File: src/rtl/vga_pkg.sv
// vga_pkg: raster timing constants for 640x480@60 Hz and the coordinate type
// shared by the timing generator and the pixel generators.
//   H_* / V_*        porch, sync and visible widths (pixels / lines)
//   H_TOTAL/V_TOTAL  full line / frame lengths
//   coord_t          10-bit screen coordinate
//   in_span()        half-open range test lo <= v < hi
package vga_pkg;

    localparam int H_VISIBLE = 640;
    localparam int H_FP      = 16;
    localparam int H_SYNC    = 96;
    localparam int H_BP      = 48;
    localparam int H_TOTAL   = H_VISIBLE + H_FP + H_SYNC + H_BP;  // 800

    localparam int V_VISIBLE = 480;
    localparam int V_FP      = 10;
    localparam int V_SYNC    = 2;
    localparam int V_BP      = 33;
    localparam int V_TOTAL   = V_VISIBLE + V_FP + V_SYNC + V_BP;  // 525

    typedef logic [9:0] coord_t;

    function automatic logic in_span(input coord_t v, input coord_t lo, input coord_t hi);
        return (v >= lo) && (v < hi);
    endfunction

endpackage

File: src/rtl/vga_timing_gen_mod_counter.sv
// mod_counter: modulo-N up counter with enable.
//   clk, reset   clock, synchronous active-high reset (loads RST_VAL)
//   en           advance strobe
//   count        current value 0..N-1
//   count_next   value count will take at the next edge (for registered decode)
//   carry        1 when count == N-1 and en (wrap this edge)
module mod_counter #(
    parameter int N       = 800,
    parameter int RST_VAL = N - 1
) (
    input  logic       clk,
    input  logic       reset,
    input  logic       en,
    output logic [9:0] count,
    output logic [9:0] count_next,
    output logic       carry
);
    import vga_pkg::*;

    localparam coord_t LAST = coord_t'(N - 1);
    localparam coord_t RSTV = coord_t'(RST_VAL);

    assign carry = en && (count == LAST);

    always_comb begin
        count_next = count;
        if (en) count_next = (count == LAST) ? '0 : count + coord_t'(1);
    end

    always_ff @(posedge clk) begin
        if (reset) count <= RSTV;
        else       count <= count_next;
    end

endmodule

File: src/rtl/vga_timing_gen.sv
// vga_timing_gen: raster timing source for the VGA output path.
//   clk          pixel clock, or faster system clock with pix_en strobe
//   reset        synchronous active-high reset
//   pix_en       pixel advance strobe
//   x, y         current raster position
//   visible      inside active window; blank_n mirrors it for the DAC
//   hsync/vsync  sync pulses at SYNC_POL level when active
//   line_start   high while x == 0; frame_start high while x == 0 and y == 0
// Flags are decoded from the counters' next values and registered, so every
// output lines up with the x/y shown in the same cycle.
module vga_timing_gen #(
    parameter int H_VISIBLE = vga_pkg::H_VISIBLE,
    parameter int H_FP      = vga_pkg::H_FP,
    parameter int H_SYNC    = vga_pkg::H_SYNC,
    parameter int H_BP      = vga_pkg::H_BP,
    parameter int V_VISIBLE = vga_pkg::V_VISIBLE,
    parameter int V_FP      = vga_pkg::V_FP,
    parameter int V_SYNC    = vga_pkg::V_SYNC,
    parameter int V_BP      = vga_pkg::V_BP,
    parameter bit SYNC_POL  = 1'b0
) (
    input  logic       clk,
    input  logic       reset,
    input  logic       pix_en,
    output logic [9:0] x,
    output logic [9:0] y,
    output logic       visible,
    output logic       blank_n,
    output logic       hsync,
    output logic       vsync,
    output logic       line_start,
    output logic       frame_start
);
    import vga_pkg::*;

    localparam int H_TOTAL = H_VISIBLE + H_FP + H_SYNC + H_BP;
    localparam int V_TOTAL = V_VISIBLE + V_FP + V_SYNC + V_BP;

    if (H_TOTAL > 1024 || V_TOTAL > 1024) begin : g_size_chk
        $error("vga_timing_gen: H_TOTAL/V_TOTAL must fit 10 bits");
    end

    localparam coord_t H_VIS_END = coord_t'(H_VISIBLE);
    localparam coord_t V_VIS_END = coord_t'(V_VISIBLE);
    localparam coord_t HS_BEG    = coord_t'(H_VISIBLE + H_FP);
    localparam coord_t HS_END    = coord_t'(H_VISIBLE + H_FP + H_SYNC);  // exclusive
    localparam coord_t VS_BEG    = coord_t'(V_VISIBLE + V_FP);
    localparam coord_t VS_END    = coord_t'(V_VISIBLE + V_FP + V_SYNC);  // exclusive

    coord_t h_nxt, v_nxt;
    logic   h_carry, v_carry;

    mod_counter #(.N(H_TOTAL)) u_hcnt (
        .clk        (clk),
        .reset      (reset),
        .en         (pix_en),
        .count      (x),
        .count_next (h_nxt),
        .carry      (h_carry)
    );

    // h_carry already includes pix_en, so the vertical counter only moves on a
    // real line wrap; v_carry therefore marks the (last,last) -> (0,0) edge.
    mod_counter #(.N(V_TOTAL)) u_vcnt (
        .clk        (clk),
        .reset      (reset),
        .en         (h_carry),
        .count      (y),
        .count_next (v_nxt),
        .carry      (v_carry)
    );

    logic vis_nxt, hs_nxt, vs_nxt;

    always_comb begin
        vis_nxt = (h_nxt < H_VIS_END) && (v_nxt < V_VIS_END);
        hs_nxt  = in_span(h_nxt, HS_BEG, HS_END);
        vs_nxt  = in_span(v_nxt, VS_BEG, VS_END);
    end

    always_ff @(posedge clk) begin
        if (reset) begin
            visible     <= 1'b0;
            blank_n     <= 1'b0;
            hsync       <= ~SYNC_POL;
            vsync       <= ~SYNC_POL;
            line_start  <= 1'b0;
            frame_start <= 1'b0;
        end else if (pix_en) begin
            visible     <= vis_nxt;
            blank_n     <= vis_nxt;
            hsync       <= hs_nxt ? SYNC_POL : ~SYNC_POL;
            vsync       <= vs_nxt ? SYNC_POL : ~SYNC_POL;
            line_start  <= h_carry;
            frame_start <= v_carry;
        end
    end

endmodule

File: config.mk
export PLATFORM = sky130hd
export DESIGN_NAME = vga_timing_gen
export DESIGN_NICKNAME = d
export VERILOG_FILES = /design/src/rtl/vga_pkg.sv /design/src/rtl/vga_timing_gen_mod_counter.sv /design/src/rtl/vga_timing_gen.sv
export SDC_FILE = /design/constraint.sdc
export NUM_CORES = 1
export LEC_CHECK = 0
export ABC_AREA = 1
export BUFFER_PORTS_ARGS = -buffer_cell sky130_fd_sc_hd__buf_2
export CAP_MARGIN = 20
export CORE_ASPECT_RATIO = 1.4
export CORE_UTILIZATION = 60
export CTS_BUF_LIST = sky130_fd_sc_hd__clkbuf_8
export DETAILED_ROUTE_END_ITERATION = 7
export GPL_TIMING_DRIVEN = 0
export PLACE_DENSITY = 0.92
export SYNTH_ARGS = -nofsm -noshare
export SYNTH_HDL_FRONTEND = slang
export SYNTH_SLANG_ARGS = --single-unit
File: constraint.sdc
create_clock -name clk -period 3.4 [get_ports clk]
set_input_delay 0.51 -clock clk [delete_from_list [all_inputs] [get_ports clk]]
set_output_delay 0.51 -clock clk [all_outputs]
set_load 0.01 [all_outputs]
==> impl_metrics.toml <==
[synth]
synth_most_common_cell = "nand2_1"
ys_top_cells_by_area = "dfxtp_1 (33%), nand2_1 (18%), nor2_1 (9.2%)"
synth_area_per_cell_um2 = 6.38
synthTopCellsByCount = "nand2_1 (73), nor2_1 (37), inv_1 (29)"
netlist.area_leader.share_pct = 33.1
ys.flop_type = "dfxtp_1"
ys_seq_area_share_pct = 33.1
ys_seq_elements = 25
yosys_warnings = 0
postSynthCellCount = 237
synth.largest_area_cell = "dfxtp_1"
synth_cell_types = 30
synth_edf_count = 0
synthesis.nets = 243
syn_area_um2 = 1510
async_flop_share_pct = 0

[global_routing]
grt_max_degree = 16
grt_use_total_pct = 28.0
grt_pass1_wl_mm = 5.67
grt_antenna_before_repair = 0
overflow = 0
grt_pass1_vias = 1359

[clock_network]
ctsHoldBuffers = 0
root_buffer = "clkbuf_8"
clk_latency_ns = 0.28
cts_buffers = 3
cts_resized = 0
cts_num_sinks = 25
postCtsSetupBuffers = 0
cts_tree = "done"
htree_levels = 1
clockBufferDepth = 2
clkTransAtPathRegs_ns = 0.09

[final_layout]
diodes = 0
nets = 275
finish.utilization_pct = 72.7
layout-drive-gt1-share_pct = 18.7
area_growth_pct = 15.0

[placed_design]
io_buffer_count = 27
gp_congestion = 0.841
dp_hpwl_mm = 2.60
dpl_worst_slack_ns = 1.57

[timing]
rsz0062_at_grt = "false"
tightest_slew_ns = 0.455
relSlewSlack_pct = 69.7
finalWorstSetupSlack_ns = 1.52
fin_crit_sh_pct = 55.3
skew_ns = 0.00609
hold_violations = 0
setup_tns_ns = 0
report.final.slew_viol_count = 0
final.min_clock_period_ns = 1.88
timing.fmax_ghz = 0.532
setup_viol_count_final = 0

[pwr]
p_total_uw = 892
ir_drop_mv = 0.347
leakagePower_uw = 0.000876
p_per_area_nw_per_um2 = 513

[worst_setup_path]
worstSetupPathType = "flop to flop"
start_kind = "flop"
crit_required_ns = 3.58
r2r_slack_ns = 1.52
crit_arrival_ns = 2.06
endpoint_kind = "flop"
critPathMaxFanout = 10

[floorplan]
pin_count = 29
die_w_um = 44.4
die_y_um = 61.4
core_um2 = 2390
num_rows = 21
start_util_pct = 63.3
die_area_um2 = 2730

[flow_run]
drv_cap = 0

[route]
drc_errors = 0
wl_mm = 3.41
first_pass_iters = 4
wl_per_cell_um = 11.3
drt_first_iter_violations = 33
via_count = 1552
routed_via_density = 5.14
ant_nets = 0

[hold_path]
hp-class = "flop to flop"

[run_status]
status = "completed"
==> registers in the layout, summed over array words and instances, names as in the netlist <==
register,count
u_vcnt.count,10
u_hcnt.count,10
line_start,1
vsync,1
frame_start,1
blank_n,1
hsync,1
==> cells by family after synthesis <==
family,synth area share [%]
DFF,33.1
adders and majority gates,2.48
and+or+nand+nor,43.3
buffers and inverters,10.4
xor gates and xnor gates,2.32
AOI/OAI and AO/OA,8.44
==> through the flow <==
step,hold slack [ns],cells,cell area (um^2)
floorplan,0.488,237,1510
global placement,0.446,298,1690
detailed placement,0.448,298,1690
CTS,0.470,302,1740
global route,0.503,302,1740
finish,0.466,302,1740
==> cell usage in the layout, fill, tap and decap left out, types with 4 or more instances in the layout <==
cell type / netlist / routed
a21oi_1: 7 / 7
buf_2: 0 / 27
dfxtp_1: 25 / 25
inv_1: 29 / 29
inv_2: 4 / 4
nand2_1: 73 / 73
nand3_1: 16 / 16
nand4_1: 5 / 5
nor2_1: 37 / 37
o21ai_0: 5 / 5
o21ai_1: 4 / 4
==> final timing paths <==
path	startpoint	to	depth (start not counted)
worst min-delay path	hsync	hsync	2
worst min register to register	hsync	hsync	2
worst max-delay path	u_hcnt.count[0]	vsync	11
worst max register to register	u_hcnt.count[0]	vsync	11
==> cell type report <==
class | instances | area, um^2
Clock inverter | 1 | 7.51
Sequential cell | 25 | 500
Multi-Input combinational cell | 174 | 855
Inverter | 33 | 124
Tap cell | 34 | 42.5
Fill cell | 222 | 652
Timing Repair Buffer | 27 | 135
Buffer | 5 | 33.8
Clock buffer | 3 | 41.3
==> critical path: stages (launching register included) <==
cell and delay [ns]:
dfxtp_1 0.41, ha_1 0.20, nand2_2 0.12, nor2_8 0.15, nand4_4 0.13, buf_6 0.17, nor2_1 0.09, o21ai_1 0.10
nor2_1 0.19, nand3_1 0.10, nand2_1 0.07, nand2_1 0.04
==> layer usage <==
layer | track usage [%] | vias up | routed length (um)
met1 | 29.9 | 711 | 1410
met4 | 11.7 | 0 | 76
met2 | 53.2 | 36 | 1820
met3 | 4.99 | 9 | 101
li1 | - | 796 | -
met5 | 0 | - | 0
==> power breakdown <==
part           switching (uW)  internal, uW  total, uW
Combinational             218           121        339
Sequential               43.7           328        371
Clock                    98.6          83.3        182
No activity file was read; power rests on OpenSTA's default activity.
